--- src/rtl/ex_unit_pipe_if.sv ---
// ============================================================================
// ex_unit_pipe_if
// ----------------------------------------------------------------------------
// Purpose : Bundles the issue handshake coming from the reservation station
//           and the result bus going to the CDB arbiter for ex_unit_pipe.
//
// Signal summary
//   Issue side (driven by the reservation station):
//     issue_valid, issue_tag, rs_data, rt_data, pc_1, imm, alu_op,
//     use_imm, sign_ext, br_type, is_jump, is_jr, link
//   Issue side (driven by the execute unit):
//     issue_ready
//   CDB side (driven by the execute unit):
//     cdb_valid, cdb_tag, cdb_data, cdb_ovf, cdb_change_flow, cdb_jb_addr
//   CDB side (driven by the arbiter):
//     cdb_grant
//
// Modports
//   slave  : the execute unit
//   master : the reservation station / arbiter side (or a testbench)
// ============================================================================
interface ex_unit_pipe_if #(
    parameter int DATA_W = 32,
    parameter int IMM_W  = 16,
    parameter int TAG_W  = 6
);
    logic              issue_valid;
    logic              issue_ready;
    logic [TAG_W-1:0]  issue_tag;
    logic [DATA_W-1:0] rs_data;
    logic [DATA_W-1:0] rt_data;
    logic [DATA_W-1:0] pc_1;
    logic [IMM_W-1:0]  imm;
    logic [3:0]        alu_op;
    logic              use_imm;
    logic              sign_ext;
    logic [2:0]        br_type;
    logic              is_jump;
    logic              is_jr;
    logic              link;

    logic              cdb_valid;
    logic              cdb_grant;
    logic [TAG_W-1:0]  cdb_tag;
    logic [DATA_W-1:0] cdb_data;
    logic              cdb_ovf;
    logic              cdb_change_flow;
    logic [DATA_W-1:0] cdb_jb_addr;

    modport slave (
        input  issue_valid, issue_tag, rs_data, rt_data, pc_1, imm, alu_op,
               use_imm, sign_ext, br_type, is_jump, is_jr, link, cdb_grant,
        output issue_ready, cdb_valid, cdb_tag, cdb_data, cdb_ovf,
               cdb_change_flow, cdb_jb_addr
    );

    modport master (
        output issue_valid, issue_tag, rs_data, rt_data, pc_1, imm, alu_op,
               use_imm, sign_ext, br_type, is_jump, is_jr, link, cdb_grant,
        input  issue_ready, cdb_valid, cdb_tag, cdb_data, cdb_ovf,
               cdb_change_flow, cdb_jb_addr
    );
endinterface

--- src/rtl/ex_unit_pipe.sv ---
// ============================================================================
// ex_unit_pipe
// ----------------------------------------------------------------------------
// Purpose : Registered execute unit between the reservation station and the
//           CDB arbiter. Combines the ALU, the branch/jump resolver and the
//           link-address select, carries the ROB tag with each result, and
//           holds the result in an output register until the arbiter grants.
//           Multiplies take MUL_LAT cycles; everything else takes one.
//
// Ports
//   clk    : rising-edge clock
//   rst_n  : asynchronous active-low reset
//   flush  : kills all in-flight work (result register and pending multiply)
//   ex_if  : ex_unit_pipe_if.slave - issue handshake + operands in,
//            CDB result fields out, cdb_grant in
//
// Parameters
//   DATA_W  : datapath width (>= IMM_W)
//   IMM_W   : immediate field width
//   TAG_W   : ROB tag width
//   MUL_LAT : cycles from multiply issue to result-register load (>= 2)
// ============================================================================
module ex_unit_pipe #(
    parameter int DATA_W  = 32,
    parameter int IMM_W   = 16,
    parameter int TAG_W   = 6,
    parameter int MUL_LAT = 3
) (
    input  logic         clk,
    input  logic         rst_n,
    input  logic         flush,
    ex_unit_pipe_if.slave ex_if
);

    localparam int SH_W   = $clog2(DATA_W);
    localparam int CNT_W  = $clog2(MUL_LAT);
    localparam int LUI_SH = DATA_W - IMM_W;

    localparam logic [0:0] ST_IDLE     = 1'b0;
    localparam logic [0:0] ST_MUL_BUSY = 1'b1;

    localparam logic [3:0] OP_ADD = 4'd0;
    localparam logic [3:0] OP_SUB = 4'd1;
    localparam logic [3:0] OP_AND = 4'd2;
    localparam logic [3:0] OP_OR  = 4'd3;
    localparam logic [3:0] OP_XOR = 4'd4;
    localparam logic [3:0] OP_NOR = 4'd5;
    localparam logic [3:0] OP_SLL = 4'd6;
    localparam logic [3:0] OP_SRL = 4'd7;
    localparam logic [3:0] OP_SRA = 4'd8;
    localparam logic [3:0] OP_SLT = 4'd9;
    localparam logic [3:0] OP_LUI = 4'd10;
    localparam logic [3:0] OP_MUL = 4'd11;

    localparam logic [2:0] BR_BEQ  = 3'd1;
    localparam logic [2:0] BR_BNE  = 3'd2;
    localparam logic [2:0] BR_BLTZ = 3'd3;
    localparam logic [2:0] BR_BGEZ = 3'd4;
    localparam logic [2:0] BR_BGTZ = 3'd5;
    localparam logic [2:0] BR_BLEZ = 3'd6;

    localparam logic [DATA_W-1:0] IMM_MASK = DATA_W'({IMM_W{1'b1}});

    // ------------------------------------------------------------------------
    // State
    // ------------------------------------------------------------------------
    logic [0:0]        state_q,    state_d;
    logic [CNT_W-1:0]  cnt_q,      cnt_d;

    logic              cdb_valid_q, cdb_valid_d;
    logic [TAG_W-1:0]  cdb_tag_q,   cdb_tag_d;
    logic [DATA_W-1:0] cdb_data_q,  cdb_data_d;
    logic              cdb_ovf_q,   cdb_ovf_d;
    logic              cdb_cf_q,    cdb_cf_d;
    logic [DATA_W-1:0] cdb_jb_q,    cdb_jb_d;

    // Everything a multiply needs at completion is captured at issue, since
    // the reservation station moves on as soon as the op is accepted.
    logic [DATA_W-1:0] mul_a_q;
    logic [DATA_W-1:0] mul_b_q;
    logic [TAG_W-1:0]  mul_tag_q;
    logic              mul_link_q;
    logic [DATA_W-1:0] mul_pc1_q;
    logic              mul_cf_q;
    logic [DATA_W-1:0] mul_jb_q;

    // ------------------------------------------------------------------------
    // Handshake
    // ------------------------------------------------------------------------
    logic slot_free;
    logic accept;
    logic is_mul;

    assign slot_free         = !cdb_valid_q || ex_if.cdb_grant;
    assign ex_if.issue_ready = rst_n && (state_q == ST_IDLE) && slot_free;
    assign accept            = ex_if.issue_valid && ex_if.issue_ready && !flush;
    assign is_mul            = (ex_if.alu_op == OP_MUL);

    // ------------------------------------------------------------------------
    // Operand B select and immediate extension
    // ------------------------------------------------------------------------
    logic [DATA_W-1:0] sext_imm;
    logic [DATA_W-1:0] zext_imm;
    logic [DATA_W-1:0] op_b;
    logic [SH_W-1:0]   shamt;

    assign sext_imm = DATA_W'(signed'(ex_if.imm));
    assign zext_imm = DATA_W'(ex_if.imm);
    assign op_b     = ex_if.use_imm ? (ex_if.sign_ext ? sext_imm : zext_imm)
                                    : ex_if.rt_data;
    assign shamt    = op_b[SH_W-1:0];

    // ------------------------------------------------------------------------
    // Single-cycle ALU. MUL is not produced here; its result comes from the
    // multi-cycle path, so this branch just returns zero.
    // ------------------------------------------------------------------------
    logic [DATA_W-1:0] sum;
    logic [DATA_W-1:0] diff;
    logic [DATA_W-1:0] alu_res;
    logic              alu_ovf;

    assign sum  = ex_if.rs_data + op_b;
    assign diff = ex_if.rs_data - op_b;

    always_comb begin
        alu_res = '0;
        alu_ovf = 1'b0;
        unique case (ex_if.alu_op)
            OP_ADD: begin
                alu_res = sum;
                alu_ovf = (ex_if.rs_data[DATA_W-1] == op_b[DATA_W-1]) &&
                          (sum[DATA_W-1] != ex_if.rs_data[DATA_W-1]);
            end
            OP_SUB: begin
                alu_res = diff;
                alu_ovf = (ex_if.rs_data[DATA_W-1] != op_b[DATA_W-1]) &&
                          (diff[DATA_W-1] != ex_if.rs_data[DATA_W-1]);
            end
            OP_AND: alu_res = ex_if.rs_data & op_b;
            OP_OR:  alu_res = ex_if.rs_data | op_b;
            OP_XOR: alu_res = ex_if.rs_data ^ op_b;
            OP_NOR: alu_res = ~(ex_if.rs_data | op_b);
            OP_SLL: alu_res = ex_if.rs_data << shamt;
            OP_SRL: alu_res = ex_if.rs_data >> shamt;
            OP_SRA: alu_res = DATA_W'($signed(ex_if.rs_data) >>> shamt);
            OP_SLT: alu_res = DATA_W'($signed(ex_if.rs_data) < $signed(op_b));
            OP_LUI: alu_res = zext_imm << LUI_SH;
            OP_MUL: alu_res = '0;
            default: alu_res = op_b;
        endcase
    end

    // ------------------------------------------------------------------------
    // Branch / jump resolution. BEQ/BNE always compare against rt_data, even
    // when use_imm is set, because imm carries the branch offset.
    // ------------------------------------------------------------------------
    logic              rs_neg;
    logic              rs_zero;
    logic              taken;
    logic              change_flow;
    logic [DATA_W-1:0] jb_addr;

    assign rs_neg  = ex_if.rs_data[DATA_W-1];
    assign rs_zero = (ex_if.rs_data == '0);

    always_comb begin
        taken = 1'b0;
        unique case (ex_if.br_type)
            BR_BEQ:  taken = (ex_if.rs_data == ex_if.rt_data);
            BR_BNE:  taken = (ex_if.rs_data != ex_if.rt_data);
            BR_BLTZ: taken = rs_neg;
            BR_BGEZ: taken = !rs_neg;
            BR_BGTZ: taken = !rs_neg && !rs_zero;
            BR_BLEZ: taken = rs_neg || rs_zero;
            default: taken = 1'b0;
        endcase
    end

    assign change_flow = taken || ex_if.is_jump || ex_if.is_jr;

    // The fall-through arm is the pseudo-direct J target; for non-jumping
    // ops it is still registered so the output is deterministic.
    always_comb begin
        if (taken) begin
            jb_addr = ex_if.pc_1 + sext_imm;
        end else if (ex_if.is_jr) begin
            jb_addr = ex_if.rs_data;
        end else begin
            jb_addr = (ex_if.pc_1 & ~IMM_MASK) | zext_imm;
        end
    end

    // ------------------------------------------------------------------------
    // Multiply result. The low DATA_W bits of a two's-complement product are
    // the same whether the operands are treated as signed or unsigned.
    // The operands are held stable in mul_*_q for the whole MUL_LAT window.
    // ------------------------------------------------------------------------
    logic [DATA_W-1:0] mul_prod;

    assign mul_prod = mul_a_q * mul_b_q;

    // ------------------------------------------------------------------------
    // Next-state logic: FSM, multiply counter and result register.
    // The counter parks at 1 while the result slot is occupied, so a finished
    // multiply waits there until the arbiter frees the slot.
    // ------------------------------------------------------------------------
    logic load_alu;
    logic load_mul;

    always_comb begin
        state_d     = state_q;
        cnt_d       = cnt_q;
        load_alu    = 1'b0;
        load_mul    = 1'b0;

        unique case (state_q)
            ST_IDLE: begin
                if (accept) begin
                    if (is_mul) begin
                        state_d = ST_MUL_BUSY;
                        cnt_d   = CNT_W'(MUL_LAT - 1);
                    end else begin
                        load_alu = 1'b1;
                    end
                end
            end
            ST_MUL_BUSY: begin
                if (cnt_q == CNT_W'(1)) begin
                    if (slot_free) begin
                        load_mul = 1'b1;
                        state_d  = ST_IDLE;
                        cnt_d    = '0;
                    end
                end else begin
                    cnt_d = cnt_q - CNT_W'(1);
                end
            end
            default: begin
                state_d = ST_IDLE;
                cnt_d   = '0;
            end
        endcase

        cdb_valid_d = cdb_valid_q;
        cdb_tag_d   = cdb_tag_q;
        cdb_data_d  = cdb_data_q;
        cdb_ovf_d   = cdb_ovf_q;
        cdb_cf_d    = cdb_cf_q;
        cdb_jb_d    = cdb_jb_q;

        if (load_alu) begin
            cdb_valid_d = 1'b1;
            cdb_tag_d   = ex_if.issue_tag;
            cdb_data_d  = ex_if.link ? ex_if.pc_1 : alu_res;
            cdb_ovf_d   = ex_if.link ? 1'b0 : alu_ovf;
            cdb_cf_d    = change_flow;
            cdb_jb_d    = jb_addr;
        end else if (load_mul) begin
            cdb_valid_d = 1'b1;
            cdb_tag_d   = mul_tag_q;
            cdb_data_d  = mul_link_q ? mul_pc1_q : mul_prod;
            cdb_ovf_d   = 1'b0;
            cdb_cf_d    = mul_cf_q;
            cdb_jb_d    = mul_jb_q;
        end else if (ex_if.cdb_grant) begin
            cdb_valid_d = 1'b0;
        end

        // Flush overrides any load or grant and abandons a pending multiply.
        if (flush) begin
            cdb_valid_d = 1'b0;
            state_d     = ST_IDLE;
            cnt_d       = '0;
        end
    end

    // ------------------------------------------------------------------------
    // Control and result registers.
    // ------------------------------------------------------------------------
    always_ff @(posedge clk or negedge rst_n) begin
        if (!rst_n) begin
            state_q     <= ST_IDLE;
            cnt_q       <= '0;
            cdb_valid_q <= 1'b0;
            cdb_tag_q   <= '0;
            cdb_data_q  <= '0;
            cdb_ovf_q   <= 1'b0;
            cdb_cf_q    <= 1'b0;
            cdb_jb_q    <= '0;
        end else begin
            state_q     <= state_d;
            cnt_q       <= cnt_d;
            cdb_valid_q <= cdb_valid_d;
            cdb_tag_q   <= cdb_tag_d;
            cdb_data_q  <= cdb_data_d;
            cdb_ovf_q   <= cdb_ovf_d;
            cdb_cf_q    <= cdb_cf_d;
            cdb_jb_q    <= cdb_jb_d;
        end
    end

    // ------------------------------------------------------------------------
    // Multiply capture registers, loaded only when a MUL is accepted.
    // ------------------------------------------------------------------------
    always_ff @(posedge clk or negedge rst_n) begin
        if (!rst_n) begin
            mul_a_q    <= '0;
            mul_b_q    <= '0;
            mul_tag_q  <= '0;
            mul_link_q <= 1'b0;
            mul_pc1_q  <= '0;
            mul_cf_q   <= 1'b0;
            mul_jb_q   <= '0;
        end else if (accept && is_mul && (state_q == ST_IDLE)) begin
            mul_a_q    <= ex_if.rs_data;
            mul_b_q    <= op_b;
            mul_tag_q  <= ex_if.issue_tag;
            mul_link_q <= ex_if.link;
            mul_pc1_q  <= ex_if.pc_1;
            mul_cf_q   <= change_flow;
            mul_jb_q   <= jb_addr;
        end
    end

    assign ex_if.cdb_valid       = cdb_valid_q;
    assign ex_if.cdb_tag         = cdb_tag_q;
    assign ex_if.cdb_data        = cdb_data_q;
    assign ex_if.cdb_ovf         = cdb_ovf_q;
    assign ex_if.cdb_change_flow = cdb_cf_q;
    assign ex_if.cdb_jb_addr     = cdb_jb_q;

endmodule

--- src/flat_wrapper.sv ---
// flat-port wrapper written by rule: the top's interface ports become plain ports
module ex_unit_pipe_flat 
#(
    parameter int DATA_W  = 32,
    parameter int IMM_W   = 16,
    parameter int TAG_W   = 6,
    parameter int MUL_LAT = 3
)
  (clk, rst_n, flush, ex_if_issue_valid, ex_if_issue_tag, ex_if_rs_data, ex_if_rt_data, ex_if_pc_1, ex_if_imm, ex_if_alu_op, ex_if_use_imm, ex_if_sign_ext, ex_if_br_type, ex_if_is_jump, ex_if_is_jr, ex_if_link, ex_if_cdb_grant, ex_if_issue_ready, ex_if_cdb_valid, ex_if_cdb_tag, ex_if_cdb_data, ex_if_cdb_ovf, ex_if_cdb_change_flow, ex_if_cdb_jb_addr);
  ex_unit_pipe_if #(.DATA_W(DATA_W), .IMM_W(IMM_W), .TAG_W(TAG_W)) ex_if_i ();
  input  logic clk;
  input  logic rst_n;
  input  logic flush;
  input wire logic [$bits(ex_if_i.issue_valid)-1:0] ex_if_issue_valid;
  input wire logic [$bits(ex_if_i.issue_tag)-1:0] ex_if_issue_tag;
  input wire logic [$bits(ex_if_i.rs_data)-1:0] ex_if_rs_data;
  input wire logic [$bits(ex_if_i.rt_data)-1:0] ex_if_rt_data;
  input wire logic [$bits(ex_if_i.pc_1)-1:0] ex_if_pc_1;
  input wire logic [$bits(ex_if_i.imm)-1:0] ex_if_imm;
  input wire logic [$bits(ex_if_i.alu_op)-1:0] ex_if_alu_op;
  input wire logic [$bits(ex_if_i.use_imm)-1:0] ex_if_use_imm;
  input wire logic [$bits(ex_if_i.sign_ext)-1:0] ex_if_sign_ext;
  input wire logic [$bits(ex_if_i.br_type)-1:0] ex_if_br_type;
  input wire logic [$bits(ex_if_i.is_jump)-1:0] ex_if_is_jump;
  input wire logic [$bits(ex_if_i.is_jr)-1:0] ex_if_is_jr;
  input wire logic [$bits(ex_if_i.link)-1:0] ex_if_link;
  input wire logic [$bits(ex_if_i.cdb_grant)-1:0] ex_if_cdb_grant;
  output wire logic [$bits(ex_if_i.issue_ready)-1:0] ex_if_issue_ready;
  output wire logic [$bits(ex_if_i.cdb_valid)-1:0] ex_if_cdb_valid;
  output wire logic [$bits(ex_if_i.cdb_tag)-1:0] ex_if_cdb_tag;
  output wire logic [$bits(ex_if_i.cdb_data)-1:0] ex_if_cdb_data;
  output wire logic [$bits(ex_if_i.cdb_ovf)-1:0] ex_if_cdb_ovf;
  output wire logic [$bits(ex_if_i.cdb_change_flow)-1:0] ex_if_cdb_change_flow;
  output wire logic [$bits(ex_if_i.cdb_jb_addr)-1:0] ex_if_cdb_jb_addr;
  assign ex_if_i.issue_valid = ex_if_issue_valid;
  assign ex_if_i.issue_tag = ex_if_issue_tag;
  assign ex_if_i.rs_data = ex_if_rs_data;
  assign ex_if_i.rt_data = ex_if_rt_data;
  assign ex_if_i.pc_1 = ex_if_pc_1;
  assign ex_if_i.imm = ex_if_imm;
  assign ex_if_i.alu_op = ex_if_alu_op;
  assign ex_if_i.use_imm = ex_if_use_imm;
  assign ex_if_i.sign_ext = ex_if_sign_ext;
  assign ex_if_i.br_type = ex_if_br_type;
  assign ex_if_i.is_jump = ex_if_is_jump;
  assign ex_if_i.is_jr = ex_if_is_jr;
  assign ex_if_i.link = ex_if_link;
  assign ex_if_i.cdb_grant = ex_if_cdb_grant;
  assign ex_if_issue_ready = ex_if_i.issue_ready;
  assign ex_if_cdb_valid = ex_if_i.cdb_valid;
  assign ex_if_cdb_tag = ex_if_i.cdb_tag;
  assign ex_if_cdb_data = ex_if_i.cdb_data;
  assign ex_if_cdb_ovf = ex_if_i.cdb_ovf;
  assign ex_if_cdb_change_flow = ex_if_i.cdb_change_flow;
  assign ex_if_cdb_jb_addr = ex_if_i.cdb_jb_addr;
  ex_unit_pipe #(.DATA_W(DATA_W), .IMM_W(IMM_W), .TAG_W(TAG_W), .MUL_LAT(MUL_LAT)) u_core (.clk(clk), .rst_n(rst_n), .flush(flush), .ex_if(ex_if_i));
endmodule
--- config.mk ---
export PLATFORM = sky130hd
export DESIGN_NAME = ex_unit_pipe_flat
export DESIGN_NICKNAME = d
export VERILOG_FILES = /design/src/rtl/ex_unit_pipe_if.sv /design/src/rtl/ex_unit_pipe.sv /design/src/flat_wrapper.sv
export SDC_FILE = /design/constraint.sdc
export NUM_CORES = 2
export LEC_CHECK = 0
export CAP_MARGIN = 20
export CORE_MARGIN = 2
export CORE_UTILIZATION = 60
export CTS_CLUSTER_DIAMETER = 100
export DETAILED_ROUTE_END_ITERATION = 10
export PLACE_DENSITY_LB_ADDON = 0.15
export SLEW_MARGIN = 40
export SYNTH_ARGS = -nofsm -noshare
export SYNTH_HDL_FRONTEND = slang
export SYNTH_SLANG_ARGS = --single-unit
export TNS_END_PERCENT = 20
--- constraint.sdc ---
create_clock -name clk -period 15.6 [get_ports clk]
set_clock_uncertainty 0.05 [all_clocks]
set_input_delay 3.9 -clock clk [delete_from_list [all_inputs] [get_ports clk]]
set_output_delay 3.9 -clock clk [all_outputs]
set_load 0.02 [all_outputs]
# Word level (Yosys, flattened, before mapping)

Cells that the tools add are included.

Add/sub/neg operators: 4
Shift operators: 3
Reduce and logical (&&, ||, !) cells: 22
Bitwise operators: 6
Mux-type cells: 42
Magnitude comparators: 1
Eq/ne operators: 27
Multipliers: 1

Operators by type and width:

| kind                                                             | count |
|---|---|
| 32-bit case mux with 12 select lines                             | 1 |
| 32-bit 2-to-1 mux                                                | 10 |
| 32-bit adder                                                     | 2 |
| 32-bit bitwise AND                                               | 1 |
| 32-bit == test                                                   | 1 |
| 32-bit zero test                                                 | 1 |
| 32-bit < comparator                                              | 1 |
| 32-bit by 32-bit multiplier with 32-bit output                   | 1 |
| 32-bit inequality test                                           | 1 |
| 32-bit inverter                                                  | 1 |
| 32-bit by 16-bit OR with 32-bit output                           | 1 |
| 32-bit OR                                                        | 1 |
| 32-bit by 5-bit << shifter with 32-bit output                    | 1 |
| 32-bit by 5-bit >> shifter with 32-bit output                    | 1 |
| 32-bit by 5-bit >>> shifter with 32-bit output                   | 1 |
| 32-bit subtractor                                                | 1 |
| 32-bit XOR                                                       | 1 |
| 1-bit 2-to-1 mux                                                 | 20 |
| 4-bit by 3-bit == test with 1-bit output (second input constant) | 4 |
| 4-bit == test (second input constant)                            | 4 |
| 6-bit 2-to-1 mux                                                 | 2 |
| 2-bit 2-to-1 mux                                                 | 5 |
| 3-bit == test (second input constant)                            | 3 |
| 1-bit logical AND                                                | 9 |
| other kinds (20)                                                 | 32 |

Bits of input ports: 135
Bits in registers: 212

# Logic depth before layout (Yosys ltp)

Word-level depth: 9
Mapped depth: 30

# Worst setup path after synthesis

Ideal clock, no wire load.

Path type: input port to output port
From: in ex_if_cdb_grant
To: out ex_if_issue_ready
Path slack: 7.106 ns
Buffers on the path: 0
Data arrival time: 4.544 ns
Stages on the path: 2
Data required time: 11.650 ns
Cells stage by stage: nor2b_1 -> nor3b_1

Word-level cells in the longest chain between the ends: 2

RTL lines:

| what              | RTL line           | RTL |
|---|---|---|
| from (decl)       | flat_wrapper.sv:27 | `input wire logic [$bits(ex_if_i.cdb_grant)-1:0] ex_if_cdb_grant;` |
| 1-bit logical OR  | ex_unit_pipe.sv:94 | `assign slot_free = !cdb_valid_q \|\| ex_if.cdb_grant;` |
| 1-bit logical AND | ex_unit_pipe.sv:95 | `assign ex_if.issue_ready = rst_n && (state_q == ST_IDLE) && slot_free;` |
| to (decl)         | flat_wrapper.sv:28 | `output wire logic [$bits(ex_if_i.issue_ready)-1:0] ex_if_issue_ready;` |

No other way between the ends.

# Final worst setup path

Ends and elaborated chain as after synthesis.

==> reports/metrics.csv <==
metric,value,unit
cp-start-kind,primary input,
drv_slew,0,
antenna_left,0,
min-delay-path-class,flop to flop,
route.detailed.drc,0,
synth_area,36740,sq um
fin_crit,9324,ps
yosys_warnings,0,
dr.first_iter.drc_count,4668,
postSynthCellCount,4611,
worstPathMaxFanout,3,
cp_data_arrival_time,5370,ps
numCtsBuffers,23,
antenna_found_initial,7,
worstPathRequired,11650,ps
r2r_start,u_core.mul_b_q[2]$_DFFE_PN0P_,
fin_total_pwr,3424,uW
fin_crit_sh,59.77,%
leakage,0.01862,uW
grt_pass1_wl,225400,um
final_cell_mix,"700 x nand2_1, 488 x inv_1, 411 x fa_1",
root_buffer,clkbuf_16,
synth-seq-cells,212,
critPathLaunch,ex_if_cdb_grant,
rows,90,
post_cts_buffers,0,
syn_to_final_growth,9.591,%
finalNetCount,5426,
synth_top_flop_cell,dfrtp_1,
power_density,85.06,nW/um^2
syn_nets,5410,
final_common_cell,nand2_1,
hold_violations,0,
synth_area_per_cell,7.967,sq um
max_freq,107.3,MHz
synth-edff-count,0,
coreArea,60470,sq um
place_ws,5996,ps
max_cap_violations,0,
clk_path_buf_depth,3,
floorplan.initialDensity,60.75,%
clock_latency,560,ps
grt_max_degree,120,
hp-start,u_core.mul_pc1_q[23]$_DFFE_PN0P_,
endpoint_kind,primary output,
cts_sinks,212,
ys_seq_area_share,14.44,%
clk_pin_slew_worst_paths,60,ps
dieArea,63220,sq um
outcome,finished clean,
grt_overflow,0,
irDropWorstVdd,87.22,uV
synthArstFlopShare,100.0,%
wirelength,151900,um
fin_ws,6276,ps
worstSetupPathType,primary input to primary output,
vias,36179,
chipHeight,251.4,um
wl_per_cell,27.99,um
synth_cell_types,102,
layout-drive-gt1-share,4.997,%
grt_pass1_vias,35456,
dp_hpwl,116700,um
boundaryPins,209,
worst_pin_slew,1023,ps
grt_usage,47.86,%
ctsHoldBuffers,0,
cts-htree-levels,1,
gp_congestion,1.048,
cts_resized,0,
drtPass1Iterations,8,
die_w,251.4,um
slew_headroom,31.19,%
vias_per_cell,6.664,
setup_viol,0,
tritoncts,done,
rsz0062_at_grt,no,
portBuffers,208,
setup_tns,0,ps
-- report_power, final --
group	switching [uW]	internal [uW]	total (uW)
Clock	245	372	616
Combinational	1260	752	2010
Sequential	160	639	800
Total	1660	1760	3420
-- area by class of cell --
type / instances / area [sq um]
antenna: 4 / 10.01
fill: 5035 / 20210
inverter: 494 / 1857
sequential: 212 / 5316
clock inverter: 10 / 200.2
tap: 782 / 978.4
multi-input combinational: 3592 / 28450
clock buffer: 31 / 635.6
timing repair buffer: 304 / 2815
-- registers in the layout, summed over array words and instances, names as in the netlist, 2 cells and up --
| register | cells |
|---|---|
| u_core.mul_tag_q | 6 |
| u_core.ex_if.cdb_data | 32 |
| u_core.mul_pc1_q | 32 |
| u_core.ex_if.cdb_tag | 6 |
| u_core.cnt_q | 2 |
| u_core.mul_b_q | 32 |
| u_core.mul_jb_q | 32 |
| u_core.ex_if.cdb_jb_addr | 32 |
| u_core.mul_a_q | 32 |
-- logic make-up after synthesis --
logic type               after synthesis  share of synthesized area [%]
AO/OA/AOI/OAI                       1140                          19.68
flip-flops                           212                          14.44
multiplexers                         121                          3.648
AND/OR/NAND/NOR                     1524                          19.21
buffers and inverters                807                          8.597
XOR/XNOR                             143                          3.409
adder cells (fa/ha/maj)              664                          31.01
-- critical path, cell delays in order --
cell and delay [ps]:
clkdlybuf4s50_1 470, nor2b_1 60, nor3b_1 280, clkdlybuf4s50_1 670
-- final timing paths --
| kind | end | slack, ps | cells after the start |
|---|---|---|---|
| max in group asynchronous | u_core.mul_a_q[4]$_DFFE_PN0P_ | 11110 | 2 |
| worst max register to register | u_core.ex_if.cdb_data[28]$_DFFE_PN0P_ | 7710 | 26 |
| worst min register to register | u_core.mul_pc1_q[23]$_DFFE_PN0P_ | 430 | 2 |
| worst max-delay path | ex_if_issue_ready | 6280 | 4 |
| min in group asynchronous | u_core.ex_if.cdb_tag[5]$_DFFE_PN0P_ | 3240 | 1 |
| worst min-delay path | u_core.mul_pc1_q[23]$_DFFE_PN0P_ | 430 | 2 |
-- synth_stat cells, types with 23 or more instances --
cell type / number / area, sq um
nor2_1: 255 / 957.2
a21o_1: 39 / 292.8
mux2i_1: 101 / 1011
nand2b_1: 23 / 143.9
nor4_1: 24 / 150.1
dfrtp_1: 212 / 5305
nand2_1: 701 / 2631
a211oi_1: 65 / 488.0
a21oi_1: 328 / 1642
o211ai_1: 40 / 300.3
xnor2_1: 83 / 727.0
and2_1: 326 / 2039
o21ai_0: 316 / 1582
xor2_1: 60 / 525.5
and3_1: 25 / 156.4
buf_2: 35 / 175.2
inv_1: 488 / 1832
nand3_1: 57 / 285.3
ha_1: 253 / 3166
a22oi_1: 36 / 270.3
fa_1: 411 / 8228
nor3_1: 46 / 230.2
a221oi_1: 24 / 210.2
a31oi_1: 43 / 269.0
clkbuf_1: 239 / 897.1
-- metrics by stage --
step                      utilization [%]  std cells  hold WS [ps]  instance area (sq um)
after floorplan                         -       4611         386.8                  36740
after global placement              65.02       5382         401.5                  39320
after detailed placement            65.12       5383         409.2                  39380
after CTS                           66.50       5424         423.9                  40210
after global routing                66.56       5425         444.5                  40250
final                               66.58       5429         425.9                  40260
-- routing by layer --
layer	share of wire [%]	global-route usage [%]	up-vias
met3	12	11.90	655
met2	43	72.93	2535
li1	-	-	15433
met5	0.086	1.081	-
met4	8.5	32.35	8
met1	36	60.30	17548
(Power assumes the default switching activity.)
